--- src/rtl/nibbler_control_unit.sv ---
// Nibbler 4-bit CPU control unit: fetches two ROM bytes per instruction, then
// executes in one cycle, driving active-low datapath strobes and the C/Z flags.
module nibbler_control_unit #(
    parameter int unsigned PC_W   = 12,
    parameter int unsigned DATA_W = 4
) (
    input  logic              clk,
    input  logic              reset,
    input  logic              run,
    input  logic [7:0]        rom_data,
    input  logic [DATA_W:0]   alu_result,
    output logic [PC_W-1:0]   rom_addr,
    output logic [3:0]        ir_op,
    output logic [3:0]        operand,
    output logic [PC_W-1:0]   ram_addr,
    output logic [1:0]        alu_op,
    output logic              alu_src,
    output logic              notLoadA,
    output logic              notRamWE,
    output logic              notOutWE,
    output logic              notInOE,
    output logic              carry_flag,
    output logic              zero_flag,
    output logic              busy
);

    typedef enum logic [1:0] {
        FETCH0 = 2'd0,
        FETCH1 = 2'd1,
        EXEC   = 2'd2
    } state_t;

    typedef enum logic [3:0] {
        OP_JC   = 4'h0, OP_JNC  = 4'h1, OP_JZ   = 4'h2, OP_JNZ  = 4'h3,
        OP_LDI  = 4'h4, OP_LDM  = 4'h5, OP_ADDI = 4'h6, OP_ADDM = 4'h7,
        OP_NORI = 4'h8, OP_NORM = 4'h9, OP_STM  = 4'hA, OP_CMPI = 4'hB,
        OP_CMPM = 4'hC, OP_OUT  = 4'hD, OP_IN   = 4'hE, OP_JMP  = 4'hF
    } opcode_t;

    state_t          state, state_next;
    logic [PC_W-1:0] pc;
    logic [15:0]     ir;
    logic            c_q, z_q;
    opcode_t         op;
    logic            jump_taken;
    logic            upd_c, upd_z;

    assign op       = opcode_t'(ir[15:12]);
    assign rom_addr = pc;
    assign ir_op    = ir[15:12];
    assign operand  = ir[3:0];
    assign ram_addr = PC_W'(ir[11:0]);
    assign carry_flag = c_q;
    assign zero_flag  = z_q;

    // State register
    always_ff @(posedge clk or posedge reset) begin
        if (reset) begin
            state <= FETCH0;
        end else begin
            state <= state_next;
        end
    end

    // Next-state logic; run only matters at an instruction boundary
    always_comb begin
        state_next = state;
        case (state)
            FETCH0:  if (run) state_next = FETCH1;
            FETCH1:  state_next = EXEC;
            EXEC:    state_next = FETCH0;
            default: state_next = FETCH0;
        endcase
    end

    // Decode: strobes depend only on registered state and IR
    always_comb begin
        notLoadA   = 1'b1;
        notRamWE   = 1'b1;
        notOutWE   = 1'b1;
        notInOE    = 1'b1;
        alu_op     = 2'b00;
        alu_src    = 1'b0;
        jump_taken = 1'b0;
        upd_c      = 1'b0;
        upd_z      = 1'b0;
        busy       = (state == FETCH1) || (state == EXEC);
        if (state == EXEC) begin
            case (op)
                OP_JC:   jump_taken = c_q;
                OP_JNC:  jump_taken = ~c_q;
                OP_JZ:   jump_taken = z_q;
                OP_JNZ:  jump_taken = ~z_q;
                OP_JMP:  jump_taken = 1'b1;
                OP_LDI:  begin notLoadA = 1'b0; upd_z = 1'b1; end
                OP_LDM:  begin notLoadA = 1'b0; alu_src = 1'b1; upd_z = 1'b1; end
                OP_ADDI: begin alu_op = 2'b01; notLoadA = 1'b0; upd_c = 1'b1; upd_z = 1'b1; end
                OP_ADDM: begin alu_op = 2'b01; alu_src = 1'b1; notLoadA = 1'b0; upd_c = 1'b1; upd_z = 1'b1; end
                OP_NORI: begin alu_op = 2'b10; notLoadA = 1'b0; upd_z = 1'b1; end
                OP_NORM: begin alu_op = 2'b10; alu_src = 1'b1; notLoadA = 1'b0; upd_z = 1'b1; end
                OP_STM:  notRamWE = 1'b0;
                OP_CMPI: begin alu_op = 2'b11; upd_c = 1'b1; upd_z = 1'b1; end
                OP_CMPM: begin alu_op = 2'b11; alu_src = 1'b1; upd_c = 1'b1; upd_z = 1'b1; end
                OP_OUT:  notOutWE = 1'b0;
                OP_IN:   begin notInOE = 1'b0; alu_src = 1'b1; notLoadA = 1'b0; upd_z = 1'b1; end
                default: ;
            endcase
        end
    end

    // PC, IR and flags
    always_ff @(posedge clk or posedge reset) begin
        if (reset) begin
            pc  <= '0;
            ir  <= '0;
            c_q <= 1'b0;
            z_q <= 1'b0;
        end else begin
            case (state)
                FETCH0: begin
                    if (run) begin
                        ir[15:8] <= rom_data;
                        pc       <= pc + PC_W'(1);
                    end
                end
                FETCH1: begin
                    ir[7:0] <= rom_data;
                    pc      <= pc + PC_W'(1);
                end
                EXEC: begin
                    if (jump_taken) pc <= ram_addr;
                    if (upd_c) c_q <= alu_result[DATA_W];
                    if (upd_z) z_q <= (alu_result[DATA_W-1:0] == '0);
                end
                default: ;
            endcase
        end
    end

endmodule

--- config.mk ---
export PLATFORM = sky130hd
export DESIGN_NAME = nibbler_control_unit
export DESIGN_NICKNAME = d
export VERILOG_FILES = /design/src/rtl/nibbler_control_unit.sv
export SDC_FILE = /design/constraint.sdc
export NUM_CORES = 1
export LEC_CHECK = 0
export CORE_MARGIN = 4
export CORE_UTILIZATION = 47
export DETAILED_ROUTE_END_ITERATION = 10
export PLACE_DENSITY = 0.84
export SYNTH_ARGS = -nofsm -noshare
export SYNTH_HDL_FRONTEND = slang
export SYNTH_SLANG_ARGS = --single-unit
--- constraint.sdc ---
create_clock -name clk -period 2.6 [get_ports clk]
set_clock_uncertainty 0.05 [all_clocks]
set_input_delay 0.52 -clock clk [delete_from_list [all_inputs] [get_ports clk]]
set_output_delay 0.52 -clock clk [all_outputs]
set_load 0.005 [all_outputs]
# ---- After elaboration in Yosys (flattened, before gate mapping)
# Cells that the tools add are included.
dict set report totals {
  reg_bits 32
  latchBits 0
  mem_bits_rw 0
  mem_bits_ro 0
  input_bits 16
  output_inout_bits 42
  memories 0
}
dict set report classes {
  n_addsub 1
  mul 0
  div 0
  n_lt_le_gt_ge 0
  eq_ne 19
  n_shift 0
  n_mux 23
  bitwise_logic 2
  n_reduce_logical 16
}
# op count
set ops {}
lappend ops {{12-bit one-hot mux with 3 select lines} 1}
lappend ops {{4-bit equality test, second input constant} 8}
lappend ops {{12-bit 2-to-1 mux} 2}
lappend ops {{4-bit by 3-bit equality test with 1-bit output, second input constant} 4}
lappend ops {{1-bit 2-to-1 mux} 15}
lappend ops {{12-bit by 1-bit adder with 12-bit output, second input constant} 1}
lappend ops {{9-bit OR reduction} 1}
lappend ops {{4-bit by 2-bit equality test with 1-bit output, second input constant} 2}
lappend ops {{4-bit zero test} 2}
lappend ops {{7-bit OR reduction} 1}
lappend ops {{2-bit one-hot mux with 3 select lines} 1}
lappend ops {{2-bit AND reduction} 3}
lappend ops {{2-bit OR reduction} 3}
lappend ops {{1-bit one-hot mux with 5 select lines} 1}
lappend ops {{5-bit OR reduction} 1}
lappend ops {{4-bit by 1-bit equality test with 1-bit output, second input constant} 1}
lappend ops {{2-bit 2-to-1 mux} 2}
lappend ops {{2-bit inequality test, second input constant} 2}
lappend ops {{2-bit one-hot mux with 2 select lines} 1}
lappend ops {{4-bit OR reduction} 1}
lappend ops {{3-bit AND reduction} 1}
lappend ops {{3-bit nonzero test} 1}
lappend ops {{2-bit by 1-bit equality test with 1-bit output, second input constant} 1}
lappend ops {{2-bit equality test, second input constant} 1}
lappend ops {{other kinds (3)} 4}

# ---- Depth between registers and ports, before layout
dict set report depth {
  word_depth 5
  mapped_depth 8
}

# ---- Worst setup path before layout
# Ideal clock, no wire load.
dict set report synth_timing {
  kind {reg2reg}
  start {register state[0]}
  end {register pc[10], in the netlist rom_addr[10]}
  setup_time_ps 80
  arrival_ps 1792
  required_time_ps 2470
  setup_slack_ps 678
  path_stages_with_launch 8
  period_less_slack_ps 1922
  path_cell_list {dfrtp_1 inv_1 ha_1 buf_2 nor2b_2 or4b_4 o31a_1 o22ai_2}
}
dict set report synth_via {
  elab_chain_cells 4
}
# item line_no
set synth_rtl {}
lappend synth_rtl {{start: declaration} 40} ;# state_t state, state_next;
lappend synth_rtl {{start signal: assignment} 61} ;# state <= state_next;
lappend synth_rtl {{2-bit equality test} {88, 119}}
lappend synth_rtl {{1-bit 2-to-1 mux} 88} ;# if (state == EXEC) begin
lappend synth_rtl {{2-bit inequality test (no line)} n/a}
lappend synth_rtl {{3-bit AND reduction (no line)} n/a}
lappend synth_rtl {{end signal: assignment} 123} ;# pc <= pc + PC_W'(1);
lappend synth_rtl {{end signal: assignment} 128} ;# pc <= pc + PC_W'(1);
lappend synth_rtl {{end signal: assignment} 131} ;# if (jump_taken) pc <= ram_addr;
lappend synth_rtl {{end: declaration} 41} ;# logic [PC_W-1:0] pc;
# Several ways; a longest one is shown, not always the timed one.
# A chain may end at the register's enable or synchronous reset.

# ---- Worst setup path after layout
dict set report layout_timing {
  start {register state[0]}
  end {output port alu_op[0]}
}
dict set report layout_via {
  elab_chain_cells 2
}
# item line_no
set layout_rtl {}
lappend layout_rtl {{2-bit equality test} 88}
lappend layout_rtl {{2-bit 2-to-1 mux} 88}
lappend layout_rtl {{end: declaration} 16} ;# output logic [1:0] alu_op,
# No other way between the ends.

==> flow_metrics.env <==
export IMPL_status="completed"
export IMPL_hp_start="ir[6]"
export IMPL_via_count=1632
export IMPL_fin_setup_tns_ps=0
export IMPL_async_flop_share_pct=100
export IMPL_fillers=322
export IMPL_dieArea_um2=5170
export IMPL_cts_buffers=5
export IMPL_cts_max_level=2
export IMPL_worstPathArrival_ps=1950
export IMPL_worstReg2RegStart="ir[14]"
export IMPL_insertion_delay_ps=280
export IMPL_setup_viol=0
export IMPL_seq_area_frac_synth_pct=41.7
export IMPL_grt_pass1_wl_mm=7.38
export IMPL_syn_avg_cell_area_um2=10.4
export IMPL_ys_ff_latch=32
export IMPL_syn_cell_area_um2=1920
export IMPL_synth_largest_area_cell="dfrtp_1"
export IMPL_timing_fmax_mhz=397
export IMPL_first_iter_violations=118
export IMPL_pre_cts_ws_ps=199
export IMPL_critPathMaxFanout=10
export IMPL_intPower_mw=2.08
export IMPL_pwr_share_seq_pct=32.8
export IMPL_multi_input_area_um2=1010
export IMPL_wl_per_cell_um=16.5
export IMPL_required_ps=2030
export IMPL_critPathLaunchType="flip-flop"
export IMPL_placedCellCount=279
export IMPL_synthTopCellsByArea="dfrtp_1 (42%), mux2_2 (11%), ha_1 (4.6%), o2bb2ai_1 (2.7%), o21ai_0 (2.3%)"
export IMPL_p_switching_mw=1.28
export IMPL_peakVddDrop_mv=0.673
export IMPL_top_layer_used="met4"
export IMPL_swShare_pct=38.1
export IMPL_place_congestion=0.804
export IMPL_synth_cell_types=46
export IMPL_finish_instance_area_um2=2620
export IMPL_power_density_nw_per_um2=1280
export IMPL_finalNonFillerCells=286
export IMPL_antenna_found_initial=0
export IMPL_cts_tree="done"
export IMPL_hold_path_class="reg -> reg"
export IMPL_regArea_um2=803
export IMPL_start_util_pct=50.5
export IMPL_clock_sinks=32
export IMPL_period_needed_ps=2520
export IMPL_cts_root_buf="clkbuf_8"
export IMPL_gr_usage_all_layers_pct=18.2
export IMPL_synth_ff_type="dfrtp_1"
export IMPL_max_cap_violations=0
export IMPL_dieWidth_um=71.9
export IMPL_met1Wirelength_mm=2.06
export IMPL_wl_met2_mm=2.25
export IMPL_ios=58
export IMPL_postRouteAntennaNets=0
export IMPL_synth_top_cell_area_share_pct=41.7
export IMPL_fp_dieH_um=71.9
export IMPL_p_leak_nw=1.07
export IMPL_antennaDiodeCount=0
export IMPL_area_delta_synth_final_pct=36.5
export IMPL_synth_edf_count=0
export IMPL_crit_path_start="state[0]"
export IMPL_final_max_slew_viol_count=0
export IMPL_power_share_clock_pct=12.1
export IMPL_fin_nets=261
export IMPL_comb_power_share_pct=55.1
export IMPL_cp_end_kind="output port"
export IMPL_grt_pass1_vias=1515
export IMPL_final_common_cell="clkdlybuf4s50_1"
export IMPL_wl_met3_um=321
export IMPL_crit_type="reg -> out"
export IMPL_period_share_pct=96.8
export IMPL_grt_overflow=0
export IMPL_drive_gt1_share_pct=18.5
export IMPL_ctsLongestPathBuffers=2
export IMPL_coreArea_um2=3800
export IMPL_layout_common_cells="clkdlybuf4s50_1 (57), dfrtp_1 (30), mux2_2 (19)"
export IMPL_clkTransAtPathRegs_ps=60
export IMPL_syn_num_nets=207
export IMPL_routed_via_density=5.71
export IMPL_placed_cell_area_um2=2510
export IMPL_row_count=22
export IMPL_drcViolationCount=0
export IMPL_ys_warn_count=0
export IMPL_hpwlAfterDp_mm=3.37
export IMPL_reg2reg_slack_ps=390
export IMPL_rsz0062_at_grt="false"
export IMPL_worst_slack_ps=84.0
export IMPL_report_final_hold_viol_count=0
export IMPL_finalPower_mw=3.36
export IMPL_tightest_slew_ps=557
export IMPL_totalWireLength_mm=4.71
export IMPL_max_slew_margin_pct=62.8
export IMPL_syn_inst=184
export IMPL_io_buffers=57
export IMPL_drt_pre_antenna_iters=4
export IMPL_grt_max_degree=33
## final timing paths
check | to | depth (start not counted)
min in group asynchronous | ir[5] | 3
worst min-delay path | ir[6] | 1
max in group asynchronous | ir[12] | 3
worst max register to register | rom_addr[9] | 5
worst min register to register | ir[6] | 1
worst max-delay path | alu_op[0] | 5
## cell families (layout without fill, tap and decap cells)
kind of cell / count (synthesis) / after routing / share of synthesized area (%)
and+or+nand+nor: 47 / 47 / 14.0
AOI/OAI and AO/OA: 51 / 51 / 21.1
DFF: 32 / 32 / 41.7
buffers and inverters: 26 / 80 / 6.45
adders and majority gates: 7 / 7 / 4.56
muxes: 21 / 21 / 12.3
## power by group through the flow
| stage | Combinational, mW | Sequential (mW) | Clock (mW) |
|---|---|---|---|
| 6_report | 1.85 | 1.10 | 0.406 |
| 2_1_floorplan | 1.09 | 1.00 | 0 |
| 3_3_place_gp | 1.81 | 1.08 | 0 |
| 5_1_grt | 2.00 | 1.15 | 0.437 |
| 3_5_place_dp | 1.84 | 1.09 | 0 |
| 4_1_cts | 1.85 | 1.09 | 0.414 |
## metal layers
| layer | vias to the layer above | GRT usage, % |
|---|---|---|
| met2 | 58 | 28.9 |
| met4 | 0 | 8.35 |
| met1 | 779 | 23.8 |
| met5 | - | 0 |
| li1 | 788 | - |
| met3 | 7 | 4.02 |
## synth_stat cells, drive strengths merged (3+ instances only)
cell type  count
and3           3
buf           11
o2bb2ai        6
mux2          20
o211ai         4
ha             7
a21oi          5
nor2           5
nand3          5
o221ai         5
nand2         11
nor4           3
nor2b          8
clkbuf         5
nand4          3
inv           10
o21ai         10
dfrtp         32
a2bb2oi        5
## state kept, by name, summed over array words and instances, names as in the netlist
register / count
state: 2
carry_flag: 1
rom_addr: 12
ir: 16
zero_flag: 1
## final cells by class
type | count | share of cell area, %
multi-input combinational | 126 | 38.4
sequential | 32 | 30.7
timing repair buffer | 63 | 23.5
clock buffer | 7 | 3.68
tap | 48 | 2.29
inverter | 10 | 1.43
## metrics by stage
stage / hold WS, ps / utilization [%]
after global routing: 508 / 69.0
after CTS: 500 / 68.6
after floorplan: 476 / -
after global placement: 473 / 66.0
after detailed placement: 484 / 66.0
final: 497 / 69.0
## critical path: stages (launching register included)
cell and delay [ps]:
dfrtp_1 420, inv_1 180, ha_4 240, inv_1 70
a21oi_1 200, clkdlybuf4s50_1 560
## repair_timing
item,4_1_cts,5_1_grt
resized for setup,1,3
buffers inserted,0,0
endpoints found under the setup margin,2,3
hold buffers,0,0
No activity file was read; power rests on OpenSTA's default activity.
==> RTL edit (same flow settings) <==
The 3 states of `state_t` get a one-hot encoding in 3 bits.
--- a/src/rtl/nibbler_control_unit.sv
+++ b/src/rtl/nibbler_control_unit.sv
@@ -26,6 +26,6 @@
 
-    typedef enum logic [1:0] {
-        FETCH0 = 2'd0,
-        FETCH1 = 2'd1,
-        EXEC   = 2'd2
+    typedef enum logic [2:0] {
+        FETCH0 = 3'b001,
+        FETCH1 = 3'b010,
+        EXEC   = 3'b100
     } state_t;
Check against the original RTL: same outputs for any inputs over 10 cycles, from zero or initial values and one cycle with reset high; not proved beyond that.
==> RTL edit against the unedited design <==
- fmax is 2.7% higher
- sequential share of layout area rose by 3.9 points
- sequential cell count grew 1
- setup slack gained 67 ps
- highest routed layer unchanged
- largest cell class is now sequential cells
- cell area shrank 8.5%
- worst hold slack got worse by 13 ps
- routed wire length decreased by 5.8%
- power fell by 19%
- area after synthesis is 9.3% lower
- combinational power decreased by 30%
==> RTL edit: results (changes against the unedited design) <==
numCtsBuffers: 5  # unchanged
p_switching_w: 0.0009930  # -23%
vdd_drop_max_mv: 0.7429  # +10%
use_met3_pct: 5.186  # +1.2 points
post-dp-hpwl_um: 3391  # +0.74%
io_buffer_count: 57  # unchanged
firstDrtPassIters: 4  # unchanged
seq_area_frac_synth_pct: 47.52  # +5.8 points
regMostFlops: "ir"
ys_types: 44  # -4.3%
slowest_delay_ps: 550
cts_buffer_depth: 2  # unchanged
critPathSlowestCell: "dfrtp_1"
placed_area_um2: 2311  # -7.9%
placedCellCount: 259  # -7.2%
cts_hold_buf: 0  # unchanged
place_ws_ps: 196.6  # -2.469 ps
grt.total_usage_pct: 20.97  # +2.7 points
async_flop_share_pct: 100.0  # unchanged
leakagePower_nw: 0.9611  # -9.9%
root_buffer: "clkbuf_8"
cts.clk_slew.worst_paths_ps: 60  # about the same
synthesis.nets: 183  # -12%
first_global_vias: 1563  # +3.2%
htree_levels: 2  # unchanged
yosys_warnings: 0  # unchanged
min-delay-path-class: "reg -> reg"
synth_area_leaders: "dfrtp_1, mux2_2, o21ai_0"
drt_wl_total_um: 4434  # -5.8%
diodes: 0  # unchanged
fin_cells: 267  # -6.6%
worstMarginPinSlew_ps: 595.4  # +38.10 ps
grt_max_degree: 34  # +3.0%
clk_latency_ps: 280  # about the same
grt_use_met2_pct: 33.33  # +4.5 points
vias: 1518  # -7.0%
n_fill_cell: 252  # -22%
finalMaxSlewViolations: 0  # unchanged
antenna_found_initial: 0  # unchanged
nets: 237  # -9.2%
grt_pass1_wl_um: 7355  # -0.28%
drtIter0Drc: 108  # -8.5%
synth_common_cells: "dfrtp_1, mux2_2, nand2_1"
syn_inst: 166  # -9.8%
largest_reg_flops: 16  # unchanged
outcome: "completed"
cp.arrival_ps: 1880  # -70 ps
drive_gt1_share_pct: 17.19  # -1.3 points
place_congestion: 0.9070  # +13%
path_max_fanout: 11  # +1
grt_use_met1_pct: 26.80  # +3.0 points
==> RTL edit: cell types whose count changed in the layout (fill, tap and decap cells not counted), sizes merged, moves of 3 or more <==
cell,before,now
ha,7,1
nor2b,8,2
o2bb2ai,6,0
o211ai,4,1
a2bb2oi,5,0
and2,1,4
o221ai,5,0
inv,10,5
nor2,5,13
==> RTL edit: cell type report <==
type	instances	area [um^2]	area share, %
repair buffers	61	600.6	25.05
well taps	46	57.56	2.401
flip-flops and latches	33	828.3	34.55
clock buffers	6	72.57	3.027
multi-input cells	114	809.5	33.77
inverters	5	18.77	0.7829
clock inverters	2	10.01	0.4175
==> RTL edit: worst paths after layout <==
| check | end | cells after the start | from | slack (ps) |
|---|---|---|---|---|
| setup / recovery | notRamWE | 4 | ir[13]$_DFFE_PP0P_ | 150 |
| hold / removal | zero_flag$_DFFE_PP0P_ | 1 | zero_flag$_DFFE_PP0P_ | 480 |
| setup reg to reg | rom_addr[0]$_DFFE_PP0P_ | 5 | ir[13]$_DFFE_PP0P_ | 530 |
| hold reg to reg | zero_flag$_DFFE_PP0P_ | 1 | zero_flag$_DFFE_PP0P_ | 480 |
| max in group asynchronous | state[0]$_DFFE_PP1P_ | 3 | reset | 1600 |
| min in group asynchronous | ir[7]$_DFFE_PP0N_ | 3 | reset | 570 |
==> RTL edit: critical path, delay by kind of cell (launching register included) <==
kind	cells	cell delay (ps)
buffers and inverters	1	470
flip-flops	1	550
AND/OR/NAND/NOR	3	590
==> RTL edit: power groups by stage <==
stage          sequential, W  combinational, W  clock (W)
2_1_floorplan       0.000974          0.000761          0
3_3_place_gp         0.00107           0.00126          0
3_5_place_dp         0.00109           0.00129          0
4_1_cts              0.00108           0.00130   0.000369
5_1_grt              0.00112           0.00141   0.000394
6_report             0.00108           0.00129   0.000364
==> RTL edit: timing repair <==
item,CTS,global route
buffers inserted,0,0
endpoints found under the setup margin,0,4
gates resized for setup,0,2
==> RTL edit: kinds of logic after synthesis <==
logic type | after synthesis | share of synthesized area [%]
AO/OA/AOI/OAI | 38 | 15.60
XOR/XNOR | 3 | 1.510
adder cells (fa/ha/maj) | 1 | 0.7188
buffers and inverters | 19 | 6.111
flip-flops | 33 | 47.52
multiplexers | 19 | 12.22
AND/OR/NAND/NOR | 53 | 16.32
==> RTL edit: metal layers <==
metal  share of wire [%]  vias to the layer above
met5                   0                        -
met4                 2.3                        0
met3                 5.5                       11
met2                  50                       62
met1                  42                      732
li1                    -                      713
